--- src/rtl/clk_div_pkg.sv ---
// Shared constants and helpers for the multi-channel clock divider.
//   DEF_HALF_50M_5HZ : half-period giving 5 Hz from a 50 MHz clock
//   HALF_50M_1HZ     : half-period giving 1 Hz from a 50 MHz clock
//   calc_half()      : half-period in input-clock cycles for a given f_in/f_out
package clk_div_pkg;

  localparam int unsigned DEF_HALF_50M_5HZ = 5_000_000;
  localparam int unsigned HALF_50M_1HZ     = 25_000_000;

  // A zero output frequency maps to a zero half-period, which stops a channel.
  function automatic int unsigned calc_half(input int unsigned f_in,
                                            input int unsigned f_out);
    if (f_out == 0) return 0;
    return f_in / (2 * f_out);
  endfunction

endpackage

--- src/rtl/clk_div_multi_if.sv ---
// Divisor load port for clk_div_multi.
//   Ld_Valid : load request strobe, sampled every clock edge
//   Ld_Ch    : target channel index
//   Ld_Half  : new half-period in system clock cycles
//   Ld_Ack   : one-cycle acknowledge of an accepted load
//   Ld_Err   : one-cycle flag for a load aimed at a missing channel
interface clk_div_multi_if #(
  parameter int IDX_W = 2,
  parameter int CNT_W = 23
);
  logic             Ld_Valid;
  logic [IDX_W-1:0] Ld_Ch;
  logic [CNT_W-1:0] Ld_Half;
  logic             Ld_Ack;
  logic             Ld_Err;

  modport master (output Ld_Valid, Ld_Ch, Ld_Half, input Ld_Ack, Ld_Err);
  modport slave  (input Ld_Valid, Ld_Ch, Ld_Half, output Ld_Ack, Ld_Err);
endinterface

--- src/rtl/clk_div_ch.sv ---
// One divider channel: half-period counter, active/pending divisor and the
// registered square-wave and tick outputs.
//   Clk, Rst : system clock, async active-high reset
//   En       : run enable
//   Ld       : decoded load strobe for this channel
//   Ld_Half  : half-period carried by the load
//   ClkOut   : divided square wave (period 2*half_act)
//   Tick     : one-cycle pulse on every ClkOut toggle
module clk_div_ch
  import clk_div_pkg::*;
#(
  parameter int          CNT_W    = 23,
  parameter int unsigned DEF_HALF = DEF_HALF_50M_5HZ
) (
  input  logic             Clk,
  input  logic             Rst,
  input  logic             En,
  input  logic             Ld,
  input  logic [CNT_W-1:0] Ld_Half,
  output logic             ClkOut,
  output logic             Tick
);

  localparam logic [CNT_W-1:0] ONE = CNT_W'(1);
  localparam logic [CNT_W-1:0] DEF = CNT_W'(DEF_HALF);

  logic [CNT_W-1:0] cnt;
  logic [CNT_W-1:0] half_act;
  logic [CNT_W-1:0] half_pend;
  logic             pend_v;
  logic             run;
  logic             wrap;
  logic             apply;

  // A zero divisor behaves exactly like a disabled channel. A pending value
  // is only promoted at a wrap (or at once while stopped) so the square wave
  // never sees a truncated half. A load landing on the same edge wins over
  // the older pending value, which is therefore not promoted.
  always_comb begin
    run   = En && (half_act != '0);
    wrap  = run && (cnt == half_act);
    apply = pend_v && !Ld && (!run || wrap);
  end

  always_ff @(posedge Clk or posedge Rst) begin
    if (Rst) begin
      cnt       <= ONE;
      half_act  <= DEF;
      half_pend <= DEF;
      pend_v    <= 1'b0;
      ClkOut    <= 1'b0;
      Tick      <= 1'b0;
    end else begin
      if (!run) begin
        cnt    <= ONE;
        ClkOut <= 1'b0;
        Tick   <= 1'b0;
      end else if (wrap) begin
        cnt    <= ONE;
        ClkOut <= ~ClkOut;
        Tick   <= 1'b1;
      end else begin
        cnt    <= cnt + ONE;
        Tick   <= 1'b0;
      end

      if (Ld) begin
        half_pend <= Ld_Half;
        pend_v    <= 1'b1;
      end else if (apply) begin
        half_act  <= half_pend;
        pend_v    <= 1'b0;
      end
    end
  end

endmodule

--- src/rtl/clk_div_multi.sv ---
// NUM_CH independent clock dividers sharing one system clock, with a common
// runtime divisor load port.
//   Clk, Rst : system clock, async active-high reset
//   En       : per-channel run enable
//   ld       : divisor load port (slave side)
//   ClkOut   : per-channel divided square waves
//   Tick     : per-channel one-cycle pulse on each ClkOut toggle
module clk_div_multi
  import clk_div_pkg::*;
#(
  parameter int          NUM_CH   = 4,
  parameter int          CNT_W    = 23,
  parameter int unsigned DEF_HALF = DEF_HALF_50M_5HZ,
  parameter int          IDX_W    = 2
) (
  input  logic              Clk,
  input  logic              Rst,
  input  logic [NUM_CH-1:0] En,
  clk_div_multi_if.slave    ld,
  output logic [NUM_CH-1:0] ClkOut,
  output logic [NUM_CH-1:0] Tick
);

  logic [IDX_W-1:0]  ld_ch;
  logic              ch_ok;
  logic [NUM_CH-1:0] ld_dec;

  assign ld_ch = ld.Ld_Ch;

  // Indices at or above NUM_CH are rejected rather than aliased onto a
  // real channel.
  always_comb begin
    ch_ok  = (int'(ld_ch) < NUM_CH);
    ld_dec = '0;
    for (int i = 0; i < NUM_CH; i++) begin
      ld_dec[i] = ld.Ld_Valid && (int'(ld_ch) == i);
    end
  end

  always_ff @(posedge Clk or posedge Rst) begin
    if (Rst) begin
      ld.Ld_Ack <= 1'b0;
      ld.Ld_Err <= 1'b0;
    end else begin
      ld.Ld_Ack <= ld.Ld_Valid && ch_ok;
      ld.Ld_Err <= ld.Ld_Valid && !ch_ok;
    end
  end

  for (genvar g = 0; g < NUM_CH; g++) begin : g_ch
    clk_div_ch #(
      .CNT_W    (CNT_W),
      .DEF_HALF (DEF_HALF)
    ) u_ch (
      .Clk     (Clk),
      .Rst     (Rst),
      .En      (En[g]),
      .Ld      (ld_dec[g]),
      .Ld_Half (ld.Ld_Half),
      .ClkOut  (ClkOut[g]),
      .Tick    (Tick[g])
    );
  end

endmodule

--- src/flat_wrapper.sv ---
// flat-port wrapper written by rule: the top's interface ports become plain ports
module clk_div_multi_flat import clk_div_pkg::*;
#(
  parameter int          NUM_CH   = 4,
  parameter int          CNT_W    = 23,
  parameter int unsigned DEF_HALF = DEF_HALF_50M_5HZ,
  parameter int          IDX_W    = 2
)
  (Clk, Rst, En, ClkOut, Tick, ld_Ld_Valid, ld_Ld_Ch, ld_Ld_Half, ld_Ld_Ack, ld_Ld_Err);
  clk_div_multi_if #(.IDX_W(IDX_W), .CNT_W(CNT_W)) ld_i ();
  input  logic Clk;
  input  logic Rst;
  input  logic [NUM_CH-1:0] En;
  output logic [NUM_CH-1:0] ClkOut;
  output logic [NUM_CH-1:0] Tick;
  input wire logic [$bits(ld_i.Ld_Valid)-1:0] ld_Ld_Valid;
  input wire logic [$bits(ld_i.Ld_Ch)-1:0] ld_Ld_Ch;
  input wire logic [$bits(ld_i.Ld_Half)-1:0] ld_Ld_Half;
  output wire logic [$bits(ld_i.Ld_Ack)-1:0] ld_Ld_Ack;
  output wire logic [$bits(ld_i.Ld_Err)-1:0] ld_Ld_Err;
  assign ld_i.Ld_Valid = ld_Ld_Valid;
  assign ld_i.Ld_Ch = ld_Ld_Ch;
  assign ld_i.Ld_Half = ld_Ld_Half;
  assign ld_Ld_Ack = ld_i.Ld_Ack;
  assign ld_Ld_Err = ld_i.Ld_Err;
  clk_div_multi #(.NUM_CH(NUM_CH), .CNT_W(CNT_W), .DEF_HALF(DEF_HALF), .IDX_W(IDX_W)) u_core (.Clk(Clk), .Rst(Rst), .En(En), .ld(ld_i), .ClkOut(ClkOut), .Tick(Tick));
endmodule
--- config.mk ---
export PLATFORM = sky130hd
export DESIGN_NAME = clk_div_multi_flat
export DESIGN_NICKNAME = d
export VERILOG_FILES = /design/src/rtl/clk_div_pkg.sv /design/src/rtl/clk_div_multi_if.sv /design/src/rtl/clk_div_ch.sv /design/src/rtl/clk_div_multi.sv /design/src/flat_wrapper.sv
export SDC_FILE = /design/constraint.sdc
export NUM_CORES = 1
export LEC_CHECK = 0
export BUFFER_PORTS_ARGS = -buffer_cell sky130_fd_sc_hd__buf_2
export CAP_MARGIN = 20
export CORE_AREA = 2 2 154 156
export DETAILED_ROUTE_END_ITERATION = 8
export DIE_AREA = 0 0 156 158
export PLACE_DENSITY = 0.84
export SLEW_MARGIN = 15
export SYNTH_ARGS = -nofsm -noshare
export SYNTH_HDL_FRONTEND = slang
export SYNTH_SLANG_ARGS = --single-unit
--- constraint.sdc ---
create_clock -name Clk -period 13.65 [get_ports Clk]
set_input_delay 1.365 -clock Clk [delete_from_list [all_inputs] [get_ports Clk]]
set_output_delay 1.365 -clock Clk [all_outputs]
set_load 0.03 [all_outputs]
# --- Yosys cells after proc, flatten, opt, wreduce, memory -nomap -nowiden ---
# Cells that the tools add are included.
classes:
  n_reduce_logical: 45
  add_sub_neg: 4
  n_eq_ne: 11
  muxes: 32
  n_bitwise: 8
op_table:
  columns: ["op", "count"]
  rows:
  - ["$mux 23", 8]
  - ["$add 23x1->23 const B", 4]
  - ["$eq 23x23->1", 4]
  - ["$reduce_bool 23->1", 4]
  - ["$mux 1", 24]
  - ["$logic_and 1x1->1", 20]
  - ["$logic_not 1->1", 8]
  - ["$ne 2x1->1 const B", 4]
  - ["$not 1->1", 8]
  - ["$reduce_and 2->1", 4]
  - ["$reduce_bool 2->1", 4]
  - ["$eq 2x2->1 const B", 2]
  - ["$logic_or 1x1->1", 4]
  - ["$eq 2x1->1 const B", 1]
  - ["$logic_not 2->1", 1]
totals:
  elab_cells: 125
  output_inout_bits: 10
  regBits: 289

# --- Depth between registers and ports, before layout ---
# Gate-level depths: netlist of the first run.
logic_depth:
  word_depth: 7
  depth_mapped: 7
  ltp_nobuf: 6

# --- Cells and area by module ---
# A second synthesis of the first run with hierarchy kept.
hier_totals:
  cells_unflattened: 1056
  hier_area_um2: 13500.4
modules_own_cells:
  columns: ["module", "cells_each", "seq_area_each_um2", "area_each_um2", "n_inst"]
  rows:
  - ["clk_div_ch", 262, 1823.0, 3355.7, 4]
  - ["clk_div_multi", 8, 25.0, 77.6, 1]

# --- Least setup slack after synthesis of the first run ---
# No wires, ideal clock.
synth_timing:
  path_kind: "input to register"
  start: "in ld_Ld_Ch[0]"
  end: "reg u_core.g_ch[2].u_ch.half_act[0]"
  setup_slack_ns: 10.871
  arrival_time_ns: 2.654
  stages: 6
  setup_time_ns: 0.125
  required_ns: 13.525
  path_cell_list: "nand3b_1 > nand2_1 > nor3_2 > a32oi_4 > buf_6 > mux2_4"
synth_between:
  elab_chain_len: 6
  elab_cells_between_ends: 7
  classes_between: "1 x eq/ne; 1 x bitwise; 5 x reduce/logical"
synth_rtl:
  columns: ["item", "line", "source"]
  rows:
  - ["start: declaration", "flat_wrapper.sv:17", "input wire logic [$bits(ld_i.Ld_Ch)-1:0] ld_Ld_Ch;"]
  - ["$eq 2x2->1 *", "clk_div_multi.sv:36", "ld_dec[i] = ld.Ld_Valid && (int'(ld_ch) == i);"]
  - ["$logic_and 1x1->1 *", "clk_div_multi.sv:36", null]
  - ["$logic_not 1->1", "clk_div_ch.sv:42", "apply = pend_v && !Ld && (!run || wrap);"]
  - ["$logic_and 1x1->1 (2 in a row)", "clk_div_ch.sv:42", null]
  - ["$reduce_and 2->1 (no source line) *", null, null]
  - ["end signal: assignment", "clk_div_ch.sv:71", "half_act <= half_pend;"]
  - ["end: declaration", "clk_div_ch.sv:28", "logic [CNT_W-1:0] half_act;"]
# Mark *: on every way between the ends. The rest lies on a longest branch, timed or not.
# A chain may end at the register's enable or synchronous reset.

# --- Final worst setup path of the first run ---
layout_timing:
  start: "in ld_Ld_Ch[0]"
  end: "reg u_core.g_ch[2].u_ch.half_act[21]"
# The elaborated chain is that of the path after synthesis.

==> results of run 1 <==
==> power by group through the flow <==
| stage | sequential (W) | combinational, W | clock (W) |
|---|---|---|---|
| 2_1_floorplan | 0.00120 | 0.000376 | 0 |
| 3_3_place_gp | 0.00126 | 0.000419 | 0 |
| 3_5_place_dp | 0.00127 | 0.000440 | 0 |
| 4_1_cts | 0.00126 | 0.000449 | 0.000855 |
| 5_1_grt | 0.00128 | 0.000489 | 0.000889 |
| 6_report | 0.00126 | 0.000448 | 0.000843 |
==> flip-flops by register name (all words and copies together), names as in the netlist <==
register and count:
u_core.g_ch.u_ch.cnt 92, u_core.g_ch.u_ch.half_act 92, u_core.ld.Ld_Ack 1, u_core.g_ch.u_ch.ClkOut 4, u_core.g_ch.u_ch.pend_v 4, u_core.g_ch.u_ch.half_pend 92, u_core.g_ch.u_ch.Tick 4
==> worst min path at each step <==
stage | start | endpoint | depth (start not counted)
floorplan | u_core.g_ch[1].u_ch.cnt[0] | u_core.g_ch[1].u_ch.cnt[0] | 1
global placement | u_core.g_ch[0].u_ch.cnt[0] | u_core.g_ch[0].u_ch.cnt[0] | 1
detailed placement | u_core.g_ch[2].u_ch.cnt[0] | u_core.g_ch[2].u_ch.cnt[0] | 1
CTS | u_core.g_ch[2].u_ch.cnt[0] | u_core.g_ch[2].u_ch.cnt[0] | 1
global route | u_core.g_ch[0].u_ch.cnt[0] | u_core.g_ch[0].u_ch.cnt[0] | 1
finish | u_core.g_ch[2].u_ch.cnt[0] | u_core.g_ch[2].u_ch.cnt[0] | 1
==> critical path: stages <==
cell	delay, ps
sky130_fd_sc_hd__buf_2	130
sky130_fd_sc_hd__nand3b_1	170
sky130_fd_sc_hd__buf_4	260
sky130_fd_sc_hd__nand2_1	130
sky130_fd_sc_hd__nor3_2	60
sky130_fd_sc_hd__a32oi_4	900
sky130_fd_sc_hd__mux2_2	420
==> layer usage <==
metal / up-vias / global-route usage (%) / routed length (um)
met5: - / 0 / 17
met2: 188 / 39.3 / 13800
li1: 3733 / - / -
met4: 2 / 7.95 / 773
met3: 56 / 3.59 / 1220
met1: 4209 / 33.1 / 12600
==> area by class of cell <==
cell class              count  area [um2]
clock buffers              42         825
flip-flops and latches    289        7320
inverters                  17        71.3
well taps                 290         363
clock inverters            11         190
repair buffers             47         273
fillers                  1625        8140
multi-input cells         708        5870
==> synth_stat cells, types with 8 or more instances <==
| master | instances | area share [%] |
|---|---|---|
| sky130_fd_sc_hd__buf_4 | 9 | 0.50 |
| sky130_fd_sc_hd__clkbuf_1 | 12 | 0.33 |
| sky130_fd_sc_hd__and2_1 | 8 | 0.37 |
| sky130_fd_sc_hd__xnor2_1 | 88 | 5.7 |
| sky130_fd_sc_hd__nand2_1 | 32 | 0.89 |
| sky130_fd_sc_hd__xor2_1 | 88 | 5.7 |
| sky130_fd_sc_hd__and4_1 | 11 | 0.71 |
| sky130_fd_sc_hd__and3_1 | 16 | 0.74 |
| sky130_fd_sc_hd__nor4_1 | 39 | 1.8 |
| sky130_fd_sc_hd__nand4_1 | 22 | 1.0 |
| sky130_fd_sc_hd__nor2_1 | 101 | 2.8 |
| sky130_fd_sc_hd__dfstp_2 | 68 | 13 |
| sky130_fd_sc_hd__nand3_1 | 35 | 1.3 |
| sky130_fd_sc_hd__dfrtp_1 | 221 | 41 |
| sky130_fd_sc_hd__mux2_4 | 80 | 8.9 |
| sky130_fd_sc_hd__nor3_1 | 29 | 1.1 |
| sky130_fd_sc_hd__buf_2 | 9 | 0.33 |
| sky130_fd_sc_hd__buf_6 | 9 | 0.75 |
| sky130_fd_sc_hd__mux2_2 | 104 | 8.7 |
| sky130_fd_sc_hd__a21oi_1 | 8 | 0.30 |
| sky130_fd_sc_hd__inv_1 | 17 | 0.47 |
==> stage by stage <==
step	hold WS, ps	utilization [%]	cell area, um2
floorplan	449	-	13500
global placement	459	60.2	13900
detailed placement	463	60.2	13900
CTS	477	64.6	14900
global route	495	64.7	14900
finish	476	64.7	14900
==> cells by family (layout without fill, tap and decap cells) <==
group,count (synthesis),after routing,synth area share [%]
adders and majority gates,4,4,0.371
xor gates and xnor gates,176,176,11.4
buffers and inverters,56,117,2.39
muxes,184,184,17.6
AOI/OAI and AO/OA,28,28,1.86
DFF,289,289,54.2
other,1,1,0.0278
and+or+nand+nor,315,315,12.2
==> metrics.txt, run 1 <==
# TYPE chip_impl_metric gauge
chip_impl_metric{name="crit_fanout",unit=""} 26
chip_impl_metric{name="grt_pass1_wl",unit="um"} 46000
chip_impl_metric{name="cell_area_synth",unit="mm2"} 0.0135
chip_impl_metric{name="synth_sequential_area_ratio",unit="%"} 54.2
chip_impl_metric{name="power_density",unit="mW/mm2"} 171
chip_impl_metric{name="async_reset_ff_share",unit="%"} 100
chip_impl_metric{name="internal_power",unit="W"} 0.00187
chip_impl_metric{name="pre_cts_slack",unit="ps"} 10080
chip_impl_metric{name="finalHoldViolCount",unit=""} 0
chip_impl_info{name="critPathCaptureType",value="flip-flop"} 1
chip_impl_metric{name="timing.final.crit_share",unit="%"} 22.3
chip_impl_metric{name="setup_slack",unit="ps"} 10600
chip_impl_metric{name="synth.yosys.warnings",unit=""} 0
chip_impl_metric{name="maximum_vdd_ir_drop",unit="mV"} 0.127
chip_impl_info{name="critical_path.reg2reg.endpoint",value="u_core.g_ch[3].u_ch.half_act[20]"} 1
chip_impl_metric{name="cts.hold.buffers_added",unit=""} 0
chip_impl_info{name="outcome",value="finished clean"} 1
chip_impl_metric{name="power_switching_share",unit="%"} 27.0
chip_impl_metric{name="power_frac_comb",unit="%"} 17.5
chip_impl_metric{name="area_growth_from_synthesis_to_final_layout",unit="%"} 10.4
chip_impl_metric{name="synthCells",unit=""} 1053
chip_impl_metric{name="seq_power_share",unit="%"} 49.5
chip_impl_metric{name="clkTransAtPathRegs",unit="ps"} 60
chip_impl_metric{name="avgSynthCellArea",unit="um2"} 12.8
chip_impl_metric{name="setup.reg_to_reg.worst_slack",unit="ps"} 11030
chip_impl_metric{name="cts.sink_count",unit=""} 289
chip_impl_metric{name="finalNetCount",unit=""} 1128
chip_impl_metric{name="finalWirelength",unit="um"} 28400
chip_impl_metric{name="globalRoute.totalOverflow",unit=""} 0
chip_impl_metric{name="fin_skew",unit="ps"} 7.93
chip_impl_metric{name="antenna_found_initial",unit=""} 1
chip_impl_metric{name="achievable-frequency",unit="GHz"} 0.328
chip_impl_info{name="mostFrequentLayoutCells",value="sky130_fd_sc_hd__dfrtp_1 (221), sky130_fd_sc_hd__mux2_2 (104), sky130_fd_sc_hd__nor2_1 (101)"} 1
chip_impl_metric{name="drt.antenna.violating_nets",unit=""} 0
chip_impl_metric{name="per_cell_routed_wire_length",unit="um"} 20.2
chip_impl_metric{name="floorplan.die_area",unit="mm2"} 0.0246
chip_impl_metric{name="rows",unit=""} 56
chip_impl_info{name="crit_path_start_kind",value="primary input"} 1
chip_impl_metric{name="antenna_cells",unit=""} 0
chip_impl_metric{name="clkPwrFrac",unit="%"} 33.0
chip_impl_metric{name="clock_path_buffers",unit=""} 3
chip_impl_metric{name="synth_edf_count",unit=""} 0
chip_impl_metric{name="num_vias",unit=""} 8188
chip_impl_info{name="mostFrequentLayoutCell",value="sky130_fd_sc_hd__dfrtp_1"} 1
chip_impl_metric{name="final_layout_size_suffix_gt1_share",unit="%"} 32.9
chip_impl_metric{name="cp.required",unit="ps"} 14080
chip_impl_metric{name="reg2reg_depth",unit=""} 5
chip_impl_metric{name="clock_insertion_delay_worst_skew",unit="ps"} 550
chip_impl_info{name="cp-startpoint",value="ld_Ld_Ch[0]"} 1
chip_impl_metric{name="switching_component_of_the_power",unit="W"} 0.000691
chip_impl_metric{name="fin_setup_tns",unit="ps"} 0
chip_impl_metric{name="postSynthRegisterBits",unit=""} 289
chip_impl_metric{name="dpl.cell_count",unit=""} 1350
chip_impl_metric{name="via_per_inst",unit=""} 5.83
chip_impl_metric{name="first_global_vias",unit=""} 8453
chip_impl_metric{name="reported_max_cap_violation_count",unit=""} 0
chip_impl_metric{name="post_cts_resized",unit=""} 0
chip_impl_metric{name="core-area",unit="mm2"} 0.0231
chip_impl_metric{name="die_h",unit="um"} 158
chip_impl_metric{name="chipWidth",unit="um"} 156
chip_impl_metric{name="track_usage",unit="%"} 23.9
chip_impl_metric{name="floorplan.initialDensity",unit="%"} 58.6
chip_impl_info{name="cts-root-buf",value="sky130_fd_sc_hd__clkbuf_16"} 1
chip_impl_metric{name="timing.critical_path.arrival",unit="ps"} 3480
chip_impl_info{name="grt_setup_unrepaired",value="false"} 1
chip_impl_metric{name="layout.cells.non_filler",unit=""} 1404
chip_impl_metric{name="grt_start_max_net_pins",unit=""} 154
chip_impl_metric{name="setup_viol",unit=""} 0
chip_impl_metric{name="worst_slew_pin_slew",unit="ps"} 1190
chip_impl_metric{name="detailedRoute.firstIterationViolations",unit=""} 596
chip_impl_metric{name="cts_setup_buffers",unit=""} 0
chip_impl_info{name="tritoncts",value="built"} 1
chip_impl_metric{name="htreeDepth",unit=""} 1
chip_impl_info{name="worstReg2RegStart",value="u_core.g_ch[3].u_ch.half_act[18]"} 1
chip_impl_metric{name="cts_made_buffers",unit=""} 29
chip_impl_metric{name="gpl.final_weighted_congestion",unit=""} 0.853
chip_impl_metric{name="route.detailed.drc",unit=""} 0
chip_impl_metric{name="placement.io_buffers",unit=""} 40
chip_impl_metric{name="synth_fp_nets",unit=""} 1089
chip_impl_metric{name="power.leakage",unit="nW"} 6.59
chip_impl_metric{name="power",unit="W"} 0.00256
chip_impl_metric{name="ioPinCount",unit=""} 42
chip_impl_metric{name="final.min_clock_period",unit="ps"} 3050
chip_impl_info{name="critical_path_class",value="in -> reg"} 1
chip_impl_metric{name="hpwlAfterDp",unit="um"} 18600
chip_impl_metric{name="slew_violations",unit=""} 0
chip_impl_metric{name="yosys.cell_types.count",unit=""} 37
chip_impl_info{name="ys.flop_type",value="sky130_fd_sc_hd__dfrtp_1"} 1
chip_impl_metric{name="first_pass_iteration_count_of_the_detailed_router",unit=""} 5
chip_impl_info{name="crit_path_end",value="u_core.g_ch[2].u_ch.half_act[21]"} 1
chip_impl_info{name="timing.hold.worst.class",value="reg -> reg"} 1
chip_impl_metric{name="maxSlewHeadroom",unit="%"} 20.9
No activity file was read; power rests on OpenSTA's default activity.
==> inputs of run 2 (changes only) <==
--- a/config.mk
+++ b/config.mk
@@ -7,10 +7,10 @@
 export LEC_CHECK = 0
 export BUFFER_PORTS_ARGS = -buffer_cell sky130_fd_sc_hd__buf_2
 export CAP_MARGIN = 20
-export CORE_AREA = 2 2 154 156
+export CORE_AREA = 2 2 159 161
 export DETAILED_ROUTE_END_ITERATION = 8
-export DIE_AREA = 0 0 156 158
-export PLACE_DENSITY = 0.84
+export DIE_AREA = 0 0 161 163
+export PLACE_DENSITY = 0.83
 export SLEW_MARGIN = 15
 export SYNTH_ARGS = -nofsm -noshare
 export SYNTH_HDL_FRONTEND = slang
==> constraint.sdc (replaced) <==
create_clock -name Clk -period 2.8 [get_ports Clk]
set_input_delay 0.28 -clock Clk [delete_from_list [all_inputs] [get_ports Clk]]
set_output_delay 0.28 -clock Clk [all_outputs]
set_load 0.03 [all_outputs]
==> metrics.txt, run 2 (synthesis results as in run 1) <==
# TYPE chip_impl_metric gauge
chip_impl_info{name="outcome",value="finished clean"} 1
chip_impl_info{name="mostFrequentLayoutCell",value="sky130_fd_sc_hd__dfrtp_1"} 1
chip_impl_metric{name="finalHoldViolCount",unit=""} 0
chip_impl_metric{name="slew_violations",unit=""} 0
chip_impl_metric{name="track_usage",unit="%"} 22.7
chip_impl_metric{name="setup.reg_to_reg.worst_slack",unit="ps"} 270
chip_impl_metric{name="num-fill-cells",unit=""} 1872
chip_impl_metric{name="grt_pass1_wl",unit="um"} 47200
chip_impl_info{name="tritoncts",value="built"} 1
chip_impl_metric{name="num_vias",unit=""} 8290
chip_impl_info{name="grt_setup_unrepaired",value="false"} 1
chip_impl_metric{name="grt_start_max_net_pins",unit=""} 96
chip_impl_info{name="largest_registers",value="u_core.g_ch.u_ch.cnt x92, u_core.g_ch.u_ch.half_act x92, u_core.g_ch.u_ch.half_pend x92"} 1
chip_impl_metric{name="reported_max_cap_violation_count",unit=""} 0
chip_impl_metric{name="route.detailed.drc",unit=""} 0
chip_impl_metric{name="per_cell_routed_wire_length",unit="um"} 20.0
chip_impl_metric{name="maximum_vdd_ir_drop",unit="mV"} 0.566
chip_impl_metric{name="globalRoute.totalOverflow",unit=""} 0
chip_impl_metric{name="dpl.cell_count",unit=""} 1394
chip_impl_metric{name="finalNetCount",unit=""} 1133
chip_impl_info{name="crit_path_start_kind",value="flip-flop"} 1
chip_impl_metric{name="setup_viol",unit=""} 0
chip_impl_metric{name="final_core_util",unit="%"} 60.4
chip_impl_metric{name="final.min_clock_period",unit="ps"} 2530
chip_impl_metric{name="area_growth_from_synthesis_to_final_layout",unit="%"} 10.4
chip_impl_metric{name="fin_skew",unit="ps"} 8.55
chip_impl_metric{name="first_pass_iteration_count_of_the_detailed_router",unit=""} 7
chip_impl_metric{name="timing.critical_path.arrival",unit="ps"} 2960
chip_impl_info{name="timing.hold.worst.class",value="in -> reg"} 1
chip_impl_metric{name="worst_slew_pin_slew",unit="ps"} 1200
chip_impl_metric{name="crit_fanout",unit=""} 23
chip_impl_info{name="critPathCaptureType",value="flip-flop"} 1
chip_impl_metric{name="floorplan.initialDensity",unit="%"} 54.7
chip_impl_metric{name="clock_insertion_delay_worst_skew",unit="ps"} 550
chip_impl_metric{name="floorplan.die_area",unit="mm2"} 0.0262
chip_impl_metric{name="first_global_vias",unit=""} 8719
chip_impl_metric{name="maxSlewHeadroom",unit="%"} 20.1
chip_impl_metric{name="cts.sink_count",unit=""} 289
chip_impl_metric{name="antenna_cells",unit=""} 0
chip_impl_info{name="cts-root-buf",value="sky130_fd_sc_hd__clkbuf_16"} 1
chip_impl_metric{name="cp.required",unit="ps"} 3230
chip_impl_metric{name="rows",unit=""} 58
chip_impl_metric{name="ioPinCount",unit=""} 42
chip_impl_metric{name="gpl.final_weighted_congestion",unit=""} 0.836
chip_impl_metric{name="power_density",unit="mW/mm2"} 806
chip_impl_metric{name="finalWirelength",unit="um"} 28900
chip_impl_metric{name="clkTransAtPathRegs",unit="ps"} 60
chip_impl_metric{name="chipWidth",unit="um"} 161
chip_impl_metric{name="core-area",unit="mm2"} 0.0247
chip_impl_info{name="critical_path_class",value="reg -> reg"} 1
chip_impl_metric{name="die_h",unit="um"} 163
chip_impl_metric{name="htreeDepth",unit=""} 1
chip_impl_metric{name="achievable-frequency",unit="GHz"} 0.395
chip_impl_metric{name="final_layout_size_suffix_gt1_share",unit="%"} 33.2
chip_impl_metric{name="via_per_inst",unit=""} 5.72
chip_impl_metric{name="power.leakage",unit="nW"} 6.56
chip_impl_metric{name="timing.final.crit_share",unit="%"} 90.4
chip_impl_metric{name="placement.io_buffers",unit=""} 40
chip_impl_metric{name="hpwlAfterDp",unit="um"} 19800
chip_impl_metric{name="drt.antenna.violating_nets",unit=""} 0
chip_impl_metric{name="layout.cells.non_filler",unit=""} 1449
chip_impl_metric{name="post_cts_resized",unit=""} 0
chip_impl_metric{name="detailedRoute.firstIterationViolations",unit=""} 530
chip_impl_metric{name="antenna_found_initial",unit=""} 2
chip_impl_metric{name="cts_made_buffers",unit=""} 29
chip_impl_info{name="mostFrequentLayoutCells",value="sky130_fd_sc_hd__dfrtp_1 (221), sky130_fd_sc_hd__mux2_2 (104), sky130_fd_sc_hd__nor2_1 (101)"} 1
chip_impl_metric{name="fin_setup_tns",unit="ps"} 0
chip_impl_metric{name="clock_path_buffers",unit=""} 3
## run 2: changes by cell type in the layout (fill, tap and decap cells not counted), moves of 2 or more
cell / previous run / this run
sky130_fd_sc_hd__inv_6: 0 / 5
sky130_fd_sc_hd__buf_12: 0 / 3
sky130_fd_sc_hd__clkbuf_1: 8 / 6
sky130_fd_sc_hd__dlygate4sd3_1: 0 / 2
sky130_fd_sc_hd__clkinvlp_4: 1 / 5
sky130_fd_sc_hd__bufinv_16: 5 / 0
## run 2: path summary, 6_finish.rpt
path	startpoint	end	cells past startpoint
min in group asynchronous	Rst	u_core.g_ch[1].u_ch.cnt[19]	3
max in group asynchronous	Rst	u_core.g_ch[2].u_ch.half_act[6]	4
max reg2reg	u_core.g_ch[3].u_ch.half_act[18]	u_core.g_ch[3].u_ch.half_act[20]	5
min reg2reg	u_core.g_ch[1].u_ch.cnt[0]	u_core.g_ch[1].u_ch.cnt[0]	1
min	En[0]	u_core.g_ch[0].u_ch.ClkOut	3
max	u_core.g_ch[3].u_ch.half_act[18]	u_core.g_ch[3].u_ch.half_act[20]	5
## run 2: layout make-up
cell class / count / area, um2 / share of cell area (%)
tap: 330 / 413 / 2.77
multi-input combinational: 708 / 5870 / 39.4
timing repair buffer: 52 / 333 / 2.23
clock inverter: 14 / 103 / 0.688
clock buffer: 39 / 803 / 5.39
inverter: 17 / 67.6 / 0.453
sequential: 289 / 7320 / 49.1
## run 2: per-stage QoR
| stage | total power [W] | setup WS, ps | hold WS (ps) | area [um2] |
|---|---|---|---|---|
| after floorplan | 0.00768 | -1260 | 311 | 13500 |
| after global placement | 0.00819 | 340 | 396 | 14000 |
| after detailed placement | 0.00835 | 308 | 396 | 14000 |
| after CTS | 0.0121 | 290 | 60.4 | 14900 |
| after global routing | 0.0125 | 145 | 62.0 | 14900 |
| final | 0.0120 | 270 | 73.8 | 14900 |
## run 2: critical path, cell delays in order (launching register included)
cell	delay, ps
sky130_fd_sc_hd__dfstp_2	550
sky130_fd_sc_hd__xor2_1	180
sky130_fd_sc_hd__nor4_2	80
sky130_fd_sc_hd__and4_1	250
sky130_fd_sc_hd__a32oi_4	920
sky130_fd_sc_hd__mux2_2	420
## run 2: timing repair
action / in CTS / in global routing
buffers inserted: 0 / 0
hold buffers: 2 / 0
hold endpoints to repair: 13 / 0
## run 2: power by group
part           switching, W  internal, W
sequential         0.000910      0.00524
clock               0.00164      0.00204
combinational      0.000836      0.00135
## run 2: layer usage
layer / share of wire, % / vias to the layer above / routed length, um / global-route usage, %
li1: - / 3731 / - / -
met1: 42 / 4279 / 12300 / 29.9
met2: 49 / 198 / 14300 / 37.7
met3: 4.2 / 78 / 1200 / 3.64
met4: 4.1 / 4 / 1190 / 9.25
met5: 0.11 / - / 33 / 0
